--- src/rtl/loga_pkg.sv ---
// Shared constants, state enums and helpers for the logic-analyser trigger unit.
package loga_pkg;

    localparam logic [2:0] TM_OFF  = 3'd0;
    localparam logic [2:0] TM_RISE = 3'd1;
    localparam logic [2:0] TM_FALL = 3'd2;
    localparam logic [2:0] TM_ANY  = 3'd3;
    localparam logic [2:0] TM_HIGH = 3'd4;
    localparam logic [2:0] TM_LOW  = 3'd5;
    localparam logic [2:0] TM_LAST = 3'd5;

    localparam logic [7:0] KEY_BRK  = 8'hF0;
    localparam logic [7:0] KEY_EXT  = 8'hE0;
    localparam logic [7:0] KEY_DOWN = 8'h72;
    localparam logic [7:0] KEY_UP   = 8'h75;
    localparam logic [7:0] KEY_TRIG = 8'h2C;
    localparam logic [7:0] KEY_COMB = 8'h21;
    localparam logic [7:0] KEY_CLR  = 8'h2D;

    typedef enum logic [1:0] {
        K_IDLE = 2'd0,
        K_EXT  = 2'd1,
        K_BRK  = 2'd2
    } key_state_e;

    typedef enum logic [1:0] {
        A_IDLE  = 2'd0,
        A_ARMED = 2'd1,
        A_TRIG  = 2'd2
    } arm_state_e;

    // Wraps the last legal mode (and any unreachable code) back to off.
    function automatic logic [2:0] next_mode(input logic [2:0] m);
        return (m >= TM_LAST) ? TM_OFF : m + 3'd1;
    endfunction

endpackage

--- src/rtl/loga_ps2_cmd.sv ---
// PS/2 byte decoder: only break codes (F0 or E0 F0 prefix) produce a command strobe.
module loga_ps2_cmd
    import loga_pkg::*;
(
    input  logic       clk_i,
    input  logic       rst_ni,
    input  logic [7:0] key_i,
    input  logic       key_valid_i,
    output logic       cmd_next_o,
    output logic       cmd_prev_o,
    output logic       cmd_mode_o,
    output logic       cmd_comb_o,
    output logic       cmd_clr_o
);

    key_state_e state_q, state_d;

    always_ff @(posedge clk_i) begin
        if (!rst_ni) state_q <= K_IDLE;
        else         state_q <= state_d;
    end

    always_comb begin
        state_d    = state_q;
        cmd_next_o = 1'b0;
        cmd_prev_o = 1'b0;
        cmd_mode_o = 1'b0;
        cmd_comb_o = 1'b0;
        cmd_clr_o  = 1'b0;
        if (key_valid_i) begin
            case (state_q)
                K_IDLE: begin
                    if (key_i == KEY_BRK)      state_d = K_BRK;
                    else if (key_i == KEY_EXT) state_d = K_EXT;
                    else                       state_d = K_IDLE;
                end
                K_EXT: state_d = (key_i == KEY_BRK) ? K_BRK : K_IDLE;
                K_BRK: begin
                    state_d    = K_IDLE;
                    cmd_next_o = (key_i == KEY_DOWN);
                    cmd_prev_o = (key_i == KEY_UP);
                    cmd_mode_o = (key_i == KEY_TRIG);
                    cmd_comb_o = (key_i == KEY_COMB);
                    cmd_clr_o  = (key_i == KEY_CLR);
                end
                default: state_d = K_IDLE;
            endcase
        end
    end

endmodule

--- src/rtl/loga_trig_unit.sv ---
// Trigger configuration registers, synchronised edge/level matcher and arm/fire FSM.
module loga_trig_unit
    import loga_pkg::*;
#(
    parameter int CH_NUM = 8,
    parameter int CSEL_W = $clog2(CH_NUM)
) (
    input  logic                CLOCK,
    input  logic                RESET,
    input  logic [7:0]          Key_IN,
    input  logic                Key_Valid,
    input  logic [CH_NUM-1:0]   Switch_IN,
    input  logic [CH_NUM-1:0]   CH_INPUT,
    input  logic                Arm,
    output logic [CSEL_W-1:0]   Ch_Sel,
    output logic [3*CH_NUM-1:0] Trig_Mode_OUT,
    output logic                Trig_Combine,
    output logic                Armed,
    output logic                Trig_Pulse,
    output logic [CH_NUM-1:0]   Trig_Chan
);

    logic cmd_next, cmd_prev, cmd_mode, cmd_comb, cmd_clr;

    loga_ps2_cmd u_ps2_cmd (
        .clk_i       (CLOCK),
        .rst_ni      (RESET),
        .key_i       (Key_IN),
        .key_valid_i (Key_Valid),
        .cmd_next_o  (cmd_next),
        .cmd_prev_o  (cmd_prev),
        .cmd_mode_o  (cmd_mode),
        .cmd_comb_o  (cmd_comb),
        .cmd_clr_o   (cmd_clr)
    );

    logic [CSEL_W-1:0]      sel_q, sel_d;
    logic [CH_NUM-1:0][2:0] mode_q, mode_d;
    logic                   comb_q, comb_d;
    logic [CH_NUM-1:0]      sync1_q, samp_q, hist_q;
    arm_state_e             arm_q, arm_d;
    logic                   blank_q, blank_d;
    logic                   pulse_q, pulse_d;
    logic [CH_NUM-1:0]      chan_q, chan_d;
    logic [CH_NUM-1:0]      active, match;
    logic                   fire;
    logic                   cfg_lock;

    // Mode, combine and clear edits are frozen while a capture is pending.
    assign cfg_lock = (arm_q == A_ARMED);

    always_comb begin
        sel_d  = sel_q;
        mode_d = mode_q;
        comb_d = comb_q;
        if (cmd_next)
            sel_d = (sel_q == CSEL_W'(CH_NUM-1)) ? '0 : sel_q + CSEL_W'(1);
        else if (cmd_prev)
            sel_d = (sel_q == '0) ? CSEL_W'(CH_NUM-1) : sel_q - CSEL_W'(1);
        if (!cfg_lock) begin
            if (cmd_clr)
                mode_d = '0;
            else if (cmd_mode && Switch_IN[sel_q])
                mode_d[sel_q] = next_mode(mode_q[sel_q]);
            if (cmd_comb)
                comb_d = ~comb_q;
        end
    end

    always_comb begin
        active = '0;
        match  = '0;
        for (int i = 0; i < CH_NUM; i++) begin
            active[i] = Switch_IN[i] & (mode_q[i] != TM_OFF) & (mode_q[i] <= TM_LAST);
            case (mode_q[i])
                TM_RISE: match[i] = samp_q[i] & ~hist_q[i];
                TM_FALL: match[i] = ~samp_q[i] & hist_q[i];
                TM_ANY:  match[i] = samp_q[i] ^ hist_q[i];
                TM_HIGH: match[i] = samp_q[i];
                TM_LOW:  match[i] = ~samp_q[i];
                default: match[i] = 1'b0;
            endcase
        end
        fire = comb_q ? (&(match | ~active) & |active) : |(match & active);
    end

    // Entering A_ARMED always sets blank so the first armed cycle never fires.
    always_comb begin
        arm_d   = arm_q;
        blank_d = 1'b0;
        pulse_d = 1'b0;
        chan_d  = chan_q;
        case (arm_q)
            A_IDLE: begin
                if (Arm && |active) begin
                    arm_d   = A_ARMED;
                    blank_d = 1'b1;
                end
            end
            A_ARMED: begin
                if (!blank_q && fire) begin
                    arm_d   = A_TRIG;
                    pulse_d = 1'b1;
                    chan_d  = match & active;
                end
            end
            A_TRIG: begin
                if (Arm) begin
                    arm_d   = A_ARMED;
                    blank_d = 1'b1;
                end
            end
            default: arm_d = A_IDLE;
        endcase
    end

    always_ff @(posedge CLOCK) begin
        if (!RESET) begin
            sel_q   <= '0;
            mode_q  <= '0;
            comb_q  <= 1'b0;
            sync1_q <= '0;
            samp_q  <= '0;
            hist_q  <= '0;
            arm_q   <= A_IDLE;
            blank_q <= 1'b0;
            pulse_q <= 1'b0;
            chan_q  <= '0;
        end else begin
            sel_q   <= sel_d;
            mode_q  <= mode_d;
            comb_q  <= comb_d;
            sync1_q <= CH_INPUT;
            samp_q  <= sync1_q;
            hist_q  <= samp_q;
            arm_q   <= arm_d;
            blank_q <= blank_d;
            pulse_q <= pulse_d;
            chan_q  <= chan_d;
        end
    end

    assign Ch_Sel        = sel_q;
    assign Trig_Mode_OUT = mode_q;
    assign Trig_Combine  = comb_q;
    assign Armed         = (arm_q == A_ARMED);
    assign Trig_Pulse    = pulse_q;
    assign Trig_Chan     = chan_q;

endmodule

--- config.mk ---
export PLATFORM = sky130hd
export DESIGN_NAME = loga_trig_unit
export DESIGN_NICKNAME = d
export VERILOG_FILES = /design/src/rtl/loga_pkg.sv /design/src/rtl/loga_ps2_cmd.sv /design/src/rtl/loga_trig_unit.sv
export SDC_FILE = /design/constraint.sdc
export NUM_CORES = 1
export LEC_CHECK = 0
export BUFFER_PORTS_ARGS = -buffer_cell sky130_fd_sc_hd__buf_2
export CORE_UTILIZATION = 50
export CTS_CLUSTER_DIAMETER = 40
export DETAILED_ROUTE_END_ITERATION = 7
export PLACE_DENSITY = 0.84
export SLEW_MARGIN = 20
export SYNTH_ARGS = -nofsm -noshare
export SYNTH_HDL_FRONTEND = slang
export SYNTH_SLANG_ARGS = --single-unit
export TNS_END_PERCENT = 50
--- constraint.sdc ---
create_clock -name CLOCK -period 2.5 [get_ports CLOCK]
set_input_delay 0.5 -clock CLOCK [delete_from_list [all_inputs] [get_ports CLOCK]]
set_output_delay 0.5 -clock CLOCK [all_outputs]
set_load 0.01 [all_outputs]
==> impl_metrics.ini, run 1 <==
[timing]
max_freq_mhz = 355
hold_viol = 0
setup_slack_ns = -0.316
tns_ns = -2.14
slew_headroom_pct = 50.2
final-max-slew-violation-count = 0
rsz0062_at_grt = yes
fin_hold_ws_ns = 0.350
finalSetupViolations = 8
finalCritPeriodShare_pct = 113
worst_slew_pin_slew_ns = 0.746
clock_skew_ns = 0.00841
fin_crit_ns = 2.82

[drt]
wire_per_inst_um = 17.2
drt-total-wl_um = 12300
vias = 4251
drc_errors = 0
viasPerCell = 5.93
drt_iter0_drc = 300
dr.pass1.iters = 5
postRouteAntennaNets = 0

[floorplanning]
start_util_pct = 51.3
core_mm2 = 0.00818
die_x_um = 93.6
ios = 66
rows = 33
die_y_um = 93.6
dieArea_mm2 = 0.00876

[synthesis]
synth.largest_area_cell = dfxtp_1
synth.avg_cell_area_um2 = 8.42
synth_common_cells = dfxtp_1, nor2_1, o21ai_0, nand3_1, ha_1
synth_cell_type_count = 75
syn-cell-area_mm2 = 0.00419
synth_nets = 554
ys_warn_count = 0
ys_seq_area_share_pct = 31.5
async_reset_ff_share_pct = 0
synth_top_area_share_pct = 31.5
synth_seq_cells = 66
synthCells = 498
yosysMostFrequentCell = dfxtp_1
ys.flop_type = dfxtp_1
synth_edf_count = 0
synthTopCellsByArea = dfxtp_1, ha_1, o21ai_0

[layout]
areaGrowthSynthToFinish_pct = 25.4
final_util_pct = 64.3
stdcell_count = 717
final_area_mm2 = 0.00526
final_nets = 663
drive_above_1_share_pct = 29.2
fillerInstances = 714
n_antenna_cell = 0

[setup_path]
worstPathMaxFanout = 4
crit_path_start = Ch_Sel[2]$_SDFFE_PN0P_
crit_type = reg2reg
reg2reg_slack_ns = -0.32
end_kind = register
r2r.worst_path.cells = 10
cp-start-kind = register
required_ns = 2.79
critPathArrivalTime_ns = 3.10
r2r_start = Ch_Sel[2]$_SDFFE_PN0P_

[hold_path]
whs_path_depth = 2
hp-start = CH_INPUT[1]
min_path_type = in2reg

[power_and_ir_drop]
p_total_mw = 2.22
p_leak_nw = 2.19
cellPowerDensity_mw_per_mm2 = 422
ir_worst_vdd_v = 0.000272

[grt]
antenna_found_initial = 0
grt_max_degree = 27
grt_pass1_wl_um = 19500
grt_pass1_vias = 4075
grt_use_total_pct = 29.0
grt-ovfl-total = 0

[cts]
cts_tree = yes
clk_pin_slew_ns = 0.08
cts.sinks = 66
clk_path_buf_depth = 2
insertion_delay_ns = 0.35
htree_levels = 3
cts_root_buf = clkbuf_8
cts_made_buffers = 9

[placed_design]
dp_hpwl_um = 9290
io_buffers = 65
dp.cells = 698
finalWeightedCongestion = 0.905
place_ws_ns = -0.264
placed_cell_area_mm2 = 0.00489

[run_status]
violations = negative setup slack
status = finished with violations

[job]
maxCapViolCount = 0
report_power, final:
part	internal (mW)	total [mW]	switching [mW]
clock network	0.568	1.03	0.464
logic	0.0481	0.111	0.0633
registers	1.07	1.07	0.00760
repair_timing:
action                     in CTS  in global routing
setup buffers                   0                  3
setup endpoints to repair      24                 33
pin swaps                       3                 12
resized for setup               7                 39
hold buffers                    0                  0
cloned                          0                  0
worst paths after layout:
check / to
hold reg to reg: samp_q[6]$_SDFF_PN0_
setup / recovery: Trig_Mode_OUT[5]$_SDFFE_PN0P_
hold / removal: sync1_q[1]$_SDFF_PN0_
setup reg to reg: Trig_Mode_OUT[5]$_SDFFE_PN0P_
registers in the layout (all words and copies together), names as in the netlist:
| register | count |
|---|---|
| Trig_Pulse | 1 |
| u_ps2_cmd.state_q | 2 |
| arm_q | 2 |
| Trig_Mode_OUT | 24 |
| Trig_Combine | 1 |
| hist_q | 8 |
| Ch_Sel | 3 |
| sync1_q | 8 |
| blank_q | 1 |
| Trig_Chan | 8 |
| samp_q | 8 |
cell usage in the layout (no fill, tap or decap), drive strengths merged, types with 18 or more instances in the layout:
| cell type | count |
|---|---|
| inv | 28 |
| o21ai | 34 |
| dfxtp | 66 |
| buf | 122 |
| nand2b | 21 |
| nor2 | 37 |
| and2 | 18 |
| nor2b | 18 |
| nand2 | 27 |
| ha | 28 |
| nand3 | 29 |
| a21oi | 25 |
routing by layer:
| layer | part of all wire (%) | track usage, % | wire length (um) | up-vias |
|---|---|---|---|---|
| met3 | 6.7 | 5.20 | 828 | 33 |
| li1 | - | - | - | 2021 |
| met5 | 0 | 0 | 0 | - |
| met4 | 2.6 | 15.9 | 315 | 0 |
| met1 | 42 | 35.9 | 5210 | 2011 |
| met2 | 48 | 47.4 | 5970 | 186 |
layout make-up:
type	instances	area, um2	share of cell area [%]
well taps	105	131	2.50
inverters	27	101	1.93
multi-input cells	381	2700	51.4
clock inverters	7	101	1.93
repair buffers	122	764	14.5
flip-flops and latches	66	1330	25.3
clock buffers	9	124	2.36
kinds of logic after synthesis:
logic type | share of synthesized area, %
buffers and inverters | 6.50
DFF | 31.5
muxes | 3.04
adders and majority gates | 8.35
xor gates and xnor gates | 1.25
AOI/OAI and AO/OA | 19.9
and+or+nand+nor | 29.4
worst max-delay path, cell delays in order, from the launching register on:
cell and delay (ns):
dfxtp_2 0.35, mux4_2 0.49, and2_0 0.16, a221o_1 0.28
ha_2 0.18, or3_1 0.37, o41a_1 0.37, nor3_4 0.20
buf_6 0.14, a22oi_1 0.09, nor2_1 0.12
Power figures use the tool's default switching activity.
==> run 2: changes to the inputs <==
Settings changed: CTS_BUF_LIST set to sky130_fd_sc_hd__clkbuf_16.
==> run 2 against run 1 <==
  * The flow still finishes with violations (negative setup slack)
  * Final area grew 1.2%
  * Core utilization rose by 0.80 points
  * Non-clock buffer count increased by 1
  * Clock-buffer cell count is the same
  * Critical path depth did not move
  * Worst setup slack gained 0.013 ns
  * Power grew 16%
  * Sequential power is essentially flat
  * Global-route usage is 0.36 points higher
  * Clock power up 34%
  * Cell count is 0.14% higher
  * Combinational power hardly changed
==> impl_metrics.ini, run 2 (same netlist as run 1, synthesis figures left out) <==
[layout]
n_antenna_cell = 0
final_util_pct = 65.1
stdcell_count = 718
largest_reg_flops = 24
drive_above_1_share_pct = 28.5
final_common_cell = buf_2
final_nets = 664
final_area_mm2 = 0.00532
layout_common_cells = buf_2, dfxtp_1, buf_4, nor2_1, nand3_1
areaGrowthSynthToFinish_pct = 26.9

[timing]
max_freq_mhz = 357
setup_slack_ns = -0.304
fin_crit_ns = 2.80
final-max-slew-violation-count = 0
slew_headroom_pct = 48.6
worst_slew_pin_slew_ns = 0.770
hold_viol = 0
rsz0062_at_grt = yes
finalCritPeriodShare_pct = 112
finalSetupViolations = 10
clock_skew_ns = 0.00605

[setup_path]
end_kind = register
cp_slowest_stage_delay_ns = 0.48
required_ns = 2.76
cp-start-kind = register
critPathArrivalTime_ns = 3.07
r2r.worst_path.cells = 10
cp_slowest_cell = mux4_2
worstPathMaxFanout = 4
crit_type = reg2reg
path_cells = mux4_2, and2_0, a221o_1, ha_2, or3_1, o41a_1, nor3_4, buf_4, a32oi_1, nor2_1

[hold_path]
min_path_type = in2reg
whs_path_depth = 2

[power_and_ir_drop]
p_int_mw = 2.00
p_seq_share_pct = 41.8
p_clk_share_pct = 53.8
cellPowerDensity_mw_per_mm2 = 483
p_leak_nw = 2.25
power_switching_uw = 574
ir_worst_vdd_v = 0.000382
comb_power_share_pct = 4.3
switching_share_pct = 22.3

[drt]
wire_per_inst_um = 17.4
vias = 4291
drt-total-wl_um = 12500
drc_errors = 0
viasPerCell = 5.98
postRouteAntennaNets = 0
drt_iter0_drc = 254
dr.pass1.iters = 5

[grt]
grt_pass1_wl_um = 19700
grt_max_degree = 27
grt_pass1_vias = 4073
grt_use_total_pct = 29.3
grt-ovfl-total = 0
antenna_found_initial = 0

[cts]
clk_path_buf_depth = 2
cts_root_buf = clkbuf_16
insertion_delay_ns = 0.33
cts_made_buffers = 9
cts_tree = yes
ctsHoldBuffers = 0
htree_levels = 3
cts.sinks = 66
clk_pin_slew_ns = 0.06

[placed_design]
dp_hpwl_um = 9290
dp.cells = 698
finalWeightedCongestion = 0.905
placed_cell_area_mm2 = 0.00489
place_ws_ns = -0.264
io_buffers = 65

[run_status]
violations = negative setup slack
status = finished with violations

[floorplanning]
die_x_um = 93.6
dieArea_mm2 = 0.00876
ios = 66
die_y_um = 93.6
core_mm2 = 0.00818
rows = 33
start_util_pct = 51.3

[job]
maxCapViolCount = 0
-- run 2: per-layer routing --
metal	vias to the layer above	share of wire, %	GRT usage, %
met5	-	0	0
met1	2042	42	36.1
met3	41	7.0	5.93
met4	0	3.3	14.9
met2	183	48	48.4
li1	2025	-	-
-- run 2: power by group through the flow --
stage / sequential (mW) / combinational (mW) / clock (mW)
after floorplan: 1.10 / 0.0575 / 0
after global placement: 1.10 / 0.103 / 0
after detailed placement: 1.10 / 0.109 / 0
after CTS: 1.07 / 0.110 / 1.38
after global routing: 1.08 / 0.123 / 1.45
final: 1.08 / 0.112 / 1.38
-- run 2: worst max-delay path: cells and delay by family (launching register included) --
kind / cells / cell delay (ns)
mux: 1 / 0.48
buf+inv: 1 / 0.17
simple gates: 4 / 0.82
flops: 1 / 0.34
fa+ha+maj: 1 / 0.18
compound gates: 3 / 0.75
-- run 2: worst paths after layout --
| kind | endpoint | start | slack, ns |
|---|---|---|---|
| hold reg to reg | samp_q[3]$_SDFF_PN0_ | sync1_q[3]$_SDFF_PN0_ | 0.43 |
| hold / removal | sync1_q[0]$_SDFF_PN0_ | CH_INPUT[0] | 0.37 |
| setup / recovery | Trig_Mode_OUT[20]$_SDFFE_PN0P_ | Ch_Sel[2]$_SDFFE_PN0P_ | -0.30 |
| setup reg to reg | Trig_Mode_OUT[20]$_SDFFE_PN0P_ | Ch_Sel[2]$_SDFFE_PN0P_ | -0.30 |
-- run 2: per-stage QoR --
stage / total power, mW / TNS, ns / hold WS, ns
final: 2.57 / -2.22 / 0.374
after global routing: 2.64 / -4.51 / 0.378
after CTS: 2.57 / -1.94 / 0.368
after detailed placement: 1.21 / -3.71 / 0.419
after global placement: 1.20 / -2.55 / 0.413
after floorplan: 1.15 / -1.47 / 0.412
-- run 2: area by class of cell --
cell class | count | area, um2
fillers | 698 | 2850
multi-input cells | 381 | 2670
flip-flops and latches | 66 | 1330
repair buffers | 123 | 761
clock buffers | 9 | 225
well taps | 105 | 131
clock inverters | 7 | 101
inverters | 27 | 101
-- run 2: timing repair --
action / CTS / global route
gates resized for setup: 7 / 18
pin swaps: 2 / 9
gates cloned: 0 / 0
buffers inserted: 0 / 4
setup endpoints to repair: 25 / 33
